[src/rtl/clint.sv]
// Core-local interrupt controller: decodes ECALL/EBREAK/external interrupt/MRET,
// then sequences the mepc/mstatus/mcause CSR writes and the PC redirect strobe.
module clint (
   input  logic        clk,
   input  logic        rst,
   input  logic [7:0]  int_flag_i,
   input  logic [31:0] inst_i,
   input  logic [31:0] inst_addr_i,
   input  logic        jump_flag_i,
   input  logic [31:0] jump_addr_i,
   input  logic [2:0]  hold_flag_i,
   input  logic [31:0] csr_mtvec,
   input  logic [31:0] csr_mepc,
   input  logic [31:0] csr_mstatus,
   input  logic        global_int_en_i,
   output logic        hold_flag_o,
   output logic        we_o,
   output logic [31:0] waddr_o,
   output logic [31:0] data_o,
   output logic [31:0] int_addr_o,
   output logic        int_assert_o,
   output logic [2:0]  dbg_state_o,
   output logic [2:0]  dbg_hold_o
);

   localparam logic [31:0] INST_ECALL  = 32'h0000_0073;
   localparam logic [31:0] INST_EBREAK = 32'h0010_0073;
   localparam logic [31:0] INST_MRET   = 32'h3020_0073;

   typedef enum logic [1:0] {
      INT_IDLE,
      INT_SYNC,
      INT_ASYNC,
      INT_MRET
   } int_req_e;

   typedef enum logic [2:0] {
      CSR_IDLE,
      CSR_MEPC,
      CSR_MSTATUS,
      CSR_MCAUSE,
      CSR_MSTATUS_MRET
   } csr_state_e;

   int_req_e   int_req;
   csr_state_e state_q, state_d;
   logic [31:0] cause_q, cause_d;
   logic [31:0] mepc_q, mepc_d;
   logic        we_q, we_d;
   logic [31:0] waddr_q, waddr_d;
   logic [31:0] data_q, data_d;
   logic [31:0] int_addr_q, int_addr_d;
   logic        int_assert_q, int_assert_d;
   logic [2:0]  dbg_hold_q;

   // Synchronous traps outrank a pending interrupt, which is re-sampled later.
   always_comb begin
      int_req = INT_IDLE;
      if (inst_i == INST_ECALL || inst_i == INST_EBREAK) begin
         int_req = INT_SYNC;
      end else if (int_flag_i != 8'h00 && global_int_en_i) begin
         int_req = INT_ASYNC;
      end else if (inst_i == INST_MRET) begin
         int_req = INT_MRET;
      end
   end

   assign hold_flag_o = (int_req != INT_IDLE) || (state_q != CSR_IDLE);

   always_comb begin
      state_d      = state_q;
      cause_d      = cause_q;
      mepc_d       = mepc_q;
      we_d         = 1'b0;
      waddr_d      = 32'h0;
      data_d       = 32'h0;
      int_addr_d   = 32'h0;
      int_assert_d = 1'b0;
      case (state_q)
         CSR_IDLE: begin
            case (int_req)
               INT_SYNC: begin
                  cause_d = (inst_i == INST_EBREAK) ? 32'd3 : 32'd11;
                  mepc_d  = inst_addr_i;
                  state_d = CSR_MEPC;
               end
               INT_ASYNC: begin
                  cause_d = 32'h8000_0004;
                  mepc_d  = jump_flag_i ? jump_addr_i : inst_addr_i;
                  state_d = CSR_MEPC;
               end
               INT_MRET: state_d = CSR_MSTATUS_MRET;
               default:  state_d = CSR_IDLE;
            endcase
         end
         CSR_MEPC: begin
            we_d    = 1'b1;
            waddr_d = 32'h341;
            data_d  = mepc_q;
            state_d = CSR_MSTATUS;
         end
         CSR_MSTATUS: begin
            we_d    = 1'b1;
            waddr_d = 32'h300;
            data_d  = {csr_mstatus[31:4], 1'b0, csr_mstatus[2:0]};
            state_d = CSR_MCAUSE;
         end
         CSR_MCAUSE: begin
            we_d         = 1'b1;
            waddr_d      = 32'h342;
            data_d       = cause_q;
            int_assert_d = 1'b1;
            int_addr_d   = csr_mtvec;
            state_d      = CSR_IDLE;
         end
         CSR_MSTATUS_MRET: begin
            // MIE is restored from MPIE on return.
            we_d         = 1'b1;
            waddr_d      = 32'h300;
            data_d       = {csr_mstatus[31:4], csr_mstatus[7], csr_mstatus[2:0]};
            int_assert_d = 1'b1;
            int_addr_d   = csr_mepc;
            state_d      = CSR_IDLE;
         end
         default: state_d = CSR_IDLE;
      endcase
   end

   always_ff @(posedge clk or negedge rst) begin
      if (!rst) begin
         state_q      <= CSR_IDLE;
         cause_q      <= 32'h0;
         mepc_q       <= 32'h0;
         we_q         <= 1'b0;
         waddr_q      <= 32'h0;
         data_q       <= 32'h0;
         int_addr_q   <= 32'h0;
         int_assert_q <= 1'b0;
         dbg_hold_q   <= 3'h0;
      end else begin
         state_q      <= state_d;
         cause_q      <= cause_d;
         mepc_q       <= mepc_d;
         we_q         <= we_d;
         waddr_q      <= waddr_d;
         data_q       <= data_d;
         int_addr_q   <= int_addr_d;
         int_assert_q <= int_assert_d;
         dbg_hold_q   <= hold_flag_i;
      end
   end

   assign we_o         = we_q;
   assign waddr_o      = waddr_q;
   assign data_o       = data_q;
   assign int_addr_o   = int_addr_q;
   assign int_assert_o = int_assert_q;
   assign dbg_state_o  = state_q;
   assign dbg_hold_o   = dbg_hold_q;

   // mstatus.MIE itself is never forwarded; the written value comes from other bits.
   logic unused_mstatus_mie;
   assign unused_mstatus_mie = csr_mstatus[3];

endmodule

[config.mk]
export PLATFORM = sky130hd
export DESIGN_NAME = clint
export DESIGN_NICKNAME = d
export VERILOG_FILES = /design/src/rtl/clint.sv
export SDC_FILE = /design/constraint.sdc
export NUM_CORES = 1
export LEC_CHECK = 0
export CAP_MARGIN = 20
export CORE_ASPECT_RATIO = 1.2
export CORE_MARGIN = 4
export CORE_UTILIZATION = 43
export CTS_CLUSTER_SIZE = 28
export DETAILED_ROUTE_END_ITERATION = 6
export GPL_ROUTABILITY_DRIVEN = 0
export PLACE_DENSITY = 0.86
export SLEW_MARGIN = 0
export SYNTH_ARGS = -nofsm -noshare
export SYNTH_HDL_FRONTEND = slang
export SYNTH_SLANG_ARGS = --single-unit
[constraint.sdc]
create_clock -name clk -period 2.6 [get_ports clk]
set_input_delay 0.26 -clock clk [delete_from_list [all_inputs] [get_ports clk]]
set_output_delay 0.26 -clock clk [all_outputs]
set_load 0.01 [all_outputs]
==> impl_metrics.env, run 1 <==
export IMPL_min_period_ns=2.427
export IMPL_required_ns=2.34
export IMPL_drtAntennaViolNets=0
export IMPL_rsz0062_at_grt="false"
export IMPL_drt_iter0_drc=336
export IMPL_holdPathStages=1
export IMPL_cts_sinks=111
export IMPL_grt_overflow=0
export IMPL_port_buffers=283
export IMPL_synth_simple_gate_area_share_pct=15.03
export IMPL_crit_path_end_kind="primary output"
export IMPL_cts_root_buf="clkbuf_16"
export IMPL_diodes=0
export IMPL_synth_xor_area_share_pct=0.3057
export IMPL_p_per_area_nw_per_um2=832.8
export IMPL_wl_mm=20.26
export IMPL_grt_pass1_vias=5739
export IMPL_fillerInstances=932
export IMPL_power_leakage_nw=3.520
export IMPL_syn_area_um2=5729
export IMPL_r2r_cells=5
export IMPL_cp_num_cells=6
export IMPL_use_met1_pct=31.91
export IMPL_dieArea_um2=15240
export IMPL_fin_nets=982
export IMPL_cpPeakStageDelay_ns=0.58
export IMPL_ys_ff_latch=111
export IMPL_worstPathArrival_ns=2.17
export IMPL_clkTransAtPathRegs_ns=0.08
export IMPL_syn_instance_count=524
export IMPL_cp_start_kind="input port"
export IMPL_grt_max_degree=67
export IMPL_synth_top_family_by_area="compound AO/OA/AOI/OAI gates"
export IMPL_slew_viol_final=0
export IMPL_grt_use_total_pct=26.50
export IMPL_seq_area_frac_synth_pct=48.48
export IMPL_setup_viol=0
export IMPL_dieWidth_um=113.4
export IMPL_finalNonFillerCells=944
export IMPL_synthDistinctLibCells=44
export IMPL_holdCritPathClass="input port to register"
export IMPL_grt_met2_usage_pct=48.09
export IMPL_ir_drop_mv=0.4329
export IMPL_crit_family="buffers and inverters"
export IMPL_ios=312
export IMPL_drc=0
export IMPL_status="complete, no violations"
export IMPL_cts_tree="done"
export IMPL_synth_compound_area_share_pct=20.44
export IMPL_crit_chain="clkdlybuf4s50_1 -> nor4_2 -> nand4_4 -> or2_1 -> nand4_1 -> clkdlybuf4s50_1"
export IMPL_via_per_inst=5.897
export IMPL_clock_latency_ns=0.35
export IMPL_dp_cells=927
export IMPL_cts_buffer_depth=2
export IMPL_numCtsBuffers=9
export IMPL_timing_critical_path_mode_cell="clkdlybuf4s50_1"
export IMPL_tns_ns=0
export IMPL_antenna_found_initial=0
export IMPL_rows=45
export IMPL_busiest_layer="met2"
export IMPL_fin_crit_sh_pct=93.36
export IMPL_synth_area_mux_share_pct=6.464
export IMPL_syn_avg_cell_area_um2=10.93
export IMPL_slew_headroom_pct=56.30
export IMPL_synth_fa_ha_area_share_pct=0
export IMPL_finalHoldViolations=0
export IMPL_initial_utilization_pct=44.63
export IMPL_slowest_stage="clkdlybuf4s50_1"
export IMPL_worstPathMaxFanout=2
export IMPL_die_height_um=134.4
export IMPL_fin_util_pct=68.83
export IMPL_layout_drive_gt1_share_pct=9.872
export IMPL_wl_per_cell_um=21.46
export IMPL_area_delta_synth_final_pct=54.23
export IMPL_htree_num_levels=3
export IMPL_vias=5567
export IMPL_tightest_slew_ns=0.6555
export IMPL_post_cts_resized=0
export IMPL_cp_num_buf_inv=2
export IMPL_first_pass_iters=5
export IMPL_hold_buffers=1
export IMPL_cap_violations=0
export IMPL_use_met3_pct=4.468
export IMPL_yosysWarningCount=0
export IMPL_core_area_um2=12840
export IMPL_grt_pass1_wl_mm=31.91
export IMPL_worstSetupPathType="input port to primary output"
export IMPL_fmax_mhz=412.0
export IMPL_postCtsSetupRepairBufs=0
export IMPL_hpwlAfterDp_mm=14.87
export IMPL_fin_worst_skew_ns=0.005920
-- routing by layer --
metal  wire length, µm  vias up
li1                  -     2497
met1              7162     2699
met2             10930      338
met3              1720       33
met4               444        0
met5                 0        -
-- cells in the final DEF, fill, tap and decap left out, types with 5 or more instances in the layout --
| master | synthesis | layout |
|---|---|---|
| mux2_1 | 7 | 7 |
| clkbuf_16 | 0 | 9 |
| o21ai_0 | 11 | 11 |
| nand2_1 | 41 | 41 |
| mux2_2 | 25 | 25 |
| dfrtp_1 | 111 | 111 |
| nand4_1 | 67 | 67 |
| o2111ai_1 | 32 | 32 |
| clkdlybuf4s50_1 | 0 | 282 |
| o211ai_1 | 33 | 33 |
| conb_1 | 1 | 27 |
| buf_4 | 32 | 17 |
| a22o_1 | 59 | 59 |
| inv_1 | 5 | 5 |
-- report_power, final --
part	switching [W]	leakage [nW]	total (W)	internal, W
combinational	0.00152	2.03	0.00325	0.00174
sequential	0.000398	1.36	0.00275	0.00235
clock	0.000683	0.133	0.00135	0.000672
-- path summary, 6_finish.rpt --
path,startpoint,slack [ns],endpoint
worst min register to register,cause_q[3],0.52,cause_q[3]
worst min-delay path,hold_flag_i[0],0.36,dbg_hold_o[0]
min in group asynchronous,rst,0.46,data_o[17]
worst max-delay path,inst_i[17],0.17,hold_flag_o
worst max register to register,dbg_state_o[0],0.63,int_addr_o[23]
max in group asynchronous,rst,1.33,int_addr_o[21]
-- cell usage after synthesis --
cell type | instances | area, µm²
mux2_1 | 7 | 78.83
buf_6 | 4 | 45.04
o211ai_1 | 33 | 247.7
or3_1 | 3 | 18.77
nand4_2 | 1 | 12.51
clkbuf_1 | 28 | 105.1
nor2b_1 | 1 | 6.260
nor2_1 | 4 | 15.01
buf_4 | 32 | 240.2
a22o_1 | 59 | 516.8
nand4_1 | 67 | 419.2
nor4_2 | 3 | 37.54
nand3_1 | 1 | 5.000
or2_2 | 1 | 6.260
o21ai_0 | 11 | 55.05
a211oi_1 | 1 | 7.510
nor4_4 | 2 | 42.54
xnor2_1 | 2 | 17.52
and4_1 | 2 | 17.52
nor4b_2 | 1 | 15.01
clkbuf_2 | 2 | 10.01
and4bb_2 | 2 | 25.02
buf_1 | 1 | 3.750
and4b_1 | 1 | 10.01
o21a_1 | 1 | 7.510
dfrtp_1 | 111 | 2778
a22oi_1 | 4 | 30.03
nand2b_1 | 1 | 6.260
or4_1 | 1 | 7.510
inv_1 | 5 | 18.77
and2_1 | 1 | 6.260
nor3_1 | 2 | 10.01
a21oi_1 | 2 | 10.01
nor3_2 | 1 | 10.01
buf_2 | 21 | 105.1
nand2_1 | 41 | 153.9
nor3b_1 | 1 | 7.510
or2_1 | 1 | 6.260
mux2i_1 | 1 | 10.01
o2111ai_1 | 32 | 280.3
or4_4 | 2 | 22.52
conb_1 | 1 | 3.750
o21ai_4 | 1 | 16.27
mux2_2 | 25 | 281.5
-- sequential cells by signal, summed over array words and instances (netlist names) --
name          count
cause_q           3
mepc_q           32
waddr_o           4
int_addr_o       32
data_o           32
int_assert_o      1
dbg_hold_o        3
dbg_state_o       3
we_o              1
-- cells by family (layout without fill, tap and decap cells) --
group,after synthesis,count (layout)
AOI/OAI and AO/OA,144,144
and+or+nand+nor,140,140
DFF,111,111
buffers and inverters,93,323
muxes,33,33
xor gates and xnor gates,2,2
other,1,27
-- final cells by class --
type | count | area [µm²] | share of cell area (%)
Multi-Input combinational cell | 346 | 2546 | 28.82
Clock buffer | 9 | 225.2 | 2.549
Sequential cell | 111 | 2778 | 31.44
Inverter | 5 | 18.77 | 0.2124
Tap cell | 164 | 205.2 | 2.322
Clock inverter | 7 | 62.56 | 0.7080
Timing Repair Buffer | 302 | 3000 | 33.96
-- worst reg2reg max path: stages, from the launching register on --
cell	delay (ns)
dfrtp_1	0.66
nand2b_1	0.19
inv_1	0.11
and2_1	0.36
buf_4	0.37
a22o_1	0.22
-- through the flow --
step / instance area (µm²) / power, W / hold slack [ns] / setup WS [ns]
global placement: 8538 / 0.005881 / 0.3122 / 0.1282
finish: 8836 / 0.007359 / 0.3589 / 0.1727
global route: 8836 / 0.007778 / 0.3478 / 0.02862
detailed placement: 8538 / 0.006039 / 0.3173 / 0.1256
CTS: 8836 / 0.007407 / 0.3486 / 0.1172
floorplan: 5827 / 0.004382 / -0.03559 / 0.8590
No activity file was read; power rests on OpenSTA's default activity.
==> run 2, diff against run 1 <==
--- a/config.mk
+++ b/config.mk
@@ -8,12 +8,12 @@
 export CAP_MARGIN = 20
 export CORE_ASPECT_RATIO = 1.2
 export CORE_MARGIN = 4
-export CORE_UTILIZATION = 43
+export CORE_UTILIZATION = 40
 export CTS_CLUSTER_SIZE = 28
 export DETAILED_ROUTE_END_ITERATION = 6
 export GPL_ROUTABILITY_DRIVEN = 0
-export PLACE_DENSITY = 0.86
-export SLEW_MARGIN = 0
+export PLACE_DENSITY = 0.8
+export SLEW_MARGIN = 10
 export SYNTH_ARGS = -nofsm -noshare
 export SYNTH_HDL_FRONTEND = slang
 export SYNTH_SLANG_ARGS = --single-unit
==> constraint.sdc (replaced) <==
create_clock -name clk -period 2.7 [get_ports clk]
set_input_delay 0.27 -clock clk [delete_from_list [all_inputs] [get_ports clk]]
set_output_delay 0.27 -clock clk [all_outputs]
set_load 0.01 [all_outputs]
==> impl_metrics.env, run 2 (synthesized netlist as in run 1, its figures left out) <==
export IMPL_layout_drive_gt1_share_pct=10.12
export IMPL_cts_buffer_depth=2
export IMPL_cp_start_kind="input port"
export IMPL_holdCritPathClass="input port to asynchronous set/reset pin"
export IMPL_die_height_um=139.1
export IMPL_area_delta_synth_final_pct=54.23
export IMPL_post_route_cell_area_um2=8836
export IMPL_grt_pass1_vias=5667
export IMPL_fin_worst_skew_ns=0.01004
export IMPL_drtAntennaViolNets=0
export IMPL_initial_utilization_pct=41.11
export IMPL_power_leakage_nw=3.531
export IMPL_ff_latch_area_um2=2778
export IMPL_post_cts_resized=0
export IMPL_slew_viol_final=0
export IMPL_failed_checks="hold timing"
export IMPL_drt_iter0_drc=443
export IMPL_clkTransAtPathRegs_ns=0.08
export IMPL_finalHoldViolations=1
export IMPL_final_cell_mix="282 x clkdlybuf4s50_1, 111 x dfrtp_1, 67 x nand4_1"
export IMPL_layout_commonest_cell="clkdlybuf4s50_1"
export IMPL_slowest_stage="clkdlybuf4s50_1"
export IMPL_grt_overflow=0
export IMPL_finalNonFillerCells=952
export IMPL_crit_chain="clkdlybuf4s50_1 -> nor4_2 -> nand4_4 -> or2_1 -> nand4_1 -> clkdlybuf4s50_1"
export IMPL_hpwlAfterDp_mm=14.49
export IMPL_status="finished with violations"
export IMPL_slew_headroom_pct=46.59
export IMPL_drc=0
export IMPL_port_buffers=283
export IMPL_clock_latency_ns=0.35
export IMPL_numCtsBuffers=9
export IMPL_core_area_um2=13940
export IMPL_cts_sinks=111
export IMPL_fmax_mhz=400.6
export IMPL_ios=312
export IMPL_tightest_slew_ns=0.8012
export IMPL_fin_crit_sh_pct=92.46
export IMPL_p_per_area_nw_per_um2=799.9
export IMPL_wl_mm=19.94
export IMPL_diodes=0
export IMPL_min_period_ns=2.496
export IMPL_setup_worst_path_start="inst_i[17]"
export IMPL_postCtsSetupRepairBufs=0
export IMPL_cts_tree="done"
export IMPL_cp_num_buf_inv=2
export IMPL_via_per_inst=5.775
export IMPL_wl_per_cell_um=20.94
export IMPL_vias=5498
export IMPL_grt_max_degree=67
export IMPL_hold_buffers=0
export IMPL_fillerInstances=1085
export IMPL_cap_violations=0
export IMPL_holdWs_ns=-0.001329
export IMPL_dp_cells=936
export IMPL_worstPathMaxFanout=2
export IMPL_worstPathArrival_ns=2.23
export IMPL_antenna_found_initial=0
export IMPL_rsz0062_at_grt="false"
export IMPL_grt_pass1_wl_mm=30.13
export IMPL_dieArea_um2=16310
export IMPL_cts_root_buf="clkbuf_16"
export IMPL_reg2reg_from="dbg_state_o[2]"
export IMPL_worstSetupPathType="input port to primary output"
export IMPL_crit_family="buffers and inverters"
export IMPL_first_pass_iters=5
export IMPL_htree_num_levels=3
export IMPL_rows=47
export IMPL_placed_cell_area_um2=8549
export IMPL_setup_viol=0
export IMPL_crit_path_end_kind="primary output"
export IMPL_cpPeakStageDelay_ns=0.56
export IMPL_dieWidth_um=117.3
export IMPL_fin_nets=983
export IMPL_timing_critical_path_mode_cell="clkdlybuf4s50_1"
export IMPL_ir_drop_mv=0.4143
export IMPL_multi_input_area_um2=2546
export IMPL_required_ns=2.43
export IMPL_tns_ns=0
export IMPL_grt_use_total_pct=23.34
## run 2: cell types whose count changed in the layout (fill, tap and decap cells not counted), sizes merged
| cell | change |
|---|---|
| clkinv | +2 |
| dlygate4sd3 | -1 |
| buf | +2 |
| clkinvlp | -2 |
## run 2: through the flow
step / setup slack, ns / utilization, % / total power (W) / hold slack (ns)
2_1_floorplan: 0.9490 / - / 0.004219 / -0.02559
3_3_place_gp: 0.2520 / 61.34 / 0.005650 / 0.3920
3_5_place_dp: 0.2233 / 61.34 / 0.005796 / 0.4074
4_1_cts: 0.1950 / 63.40 / 0.007106 / 0.02846
5_1_grt: 0.1254 / 63.40 / 0.007455 / 0.06205
6_report: 0.2036 / 63.40 / 0.007068 / -0.001329
## run 2: per-layer routing
metal / wire, µm / GRT usage (%)
met1: 7056 / 26.87
met2: 10580 / 42.37
met5: 0 / 0
met3: 1825 / 5.107
met4: 477 / 6.824
## run 2: path summary, 6_finish.rpt
check	cells after the start	slack (ns)	end
min reg2reg	2	0.54	cause_q[2]
min in group clk	1	0.36	dbg_hold_o[0]
max reg2reg	3	0.76	cause_q[3]
max in group asynchronous	2	2.00	data_o[26]
max	6	0.20	hold_flag_o
min	1	-0.001	data_o[12]
## run 2: final cells by class
type	count	share of cell area (%)
Clock inverter	7	0.6939
Clock buffer	9	2.549
Sequential cell	111	31.44
Inverter	5	0.2124
Tap cell	171	2.421
Multi-Input combinational cell	346	28.82
Timing Repair Buffer	303	33.87
## run 2: report_power, final
part	internal (W)	total (W)	switching [W]
sequential	0.00227	0.00262	0.000351
clock	0.000647	0.00130	0.000656
combinational	0.00166	0.00315	0.00148
## run 2: worst register-to-register path, cell delays in order (launching register included)
cell and delay (ns):
dfrtp_1 0.55, or3_1 0.66, or4_1 0.55, nand3_1 0.12
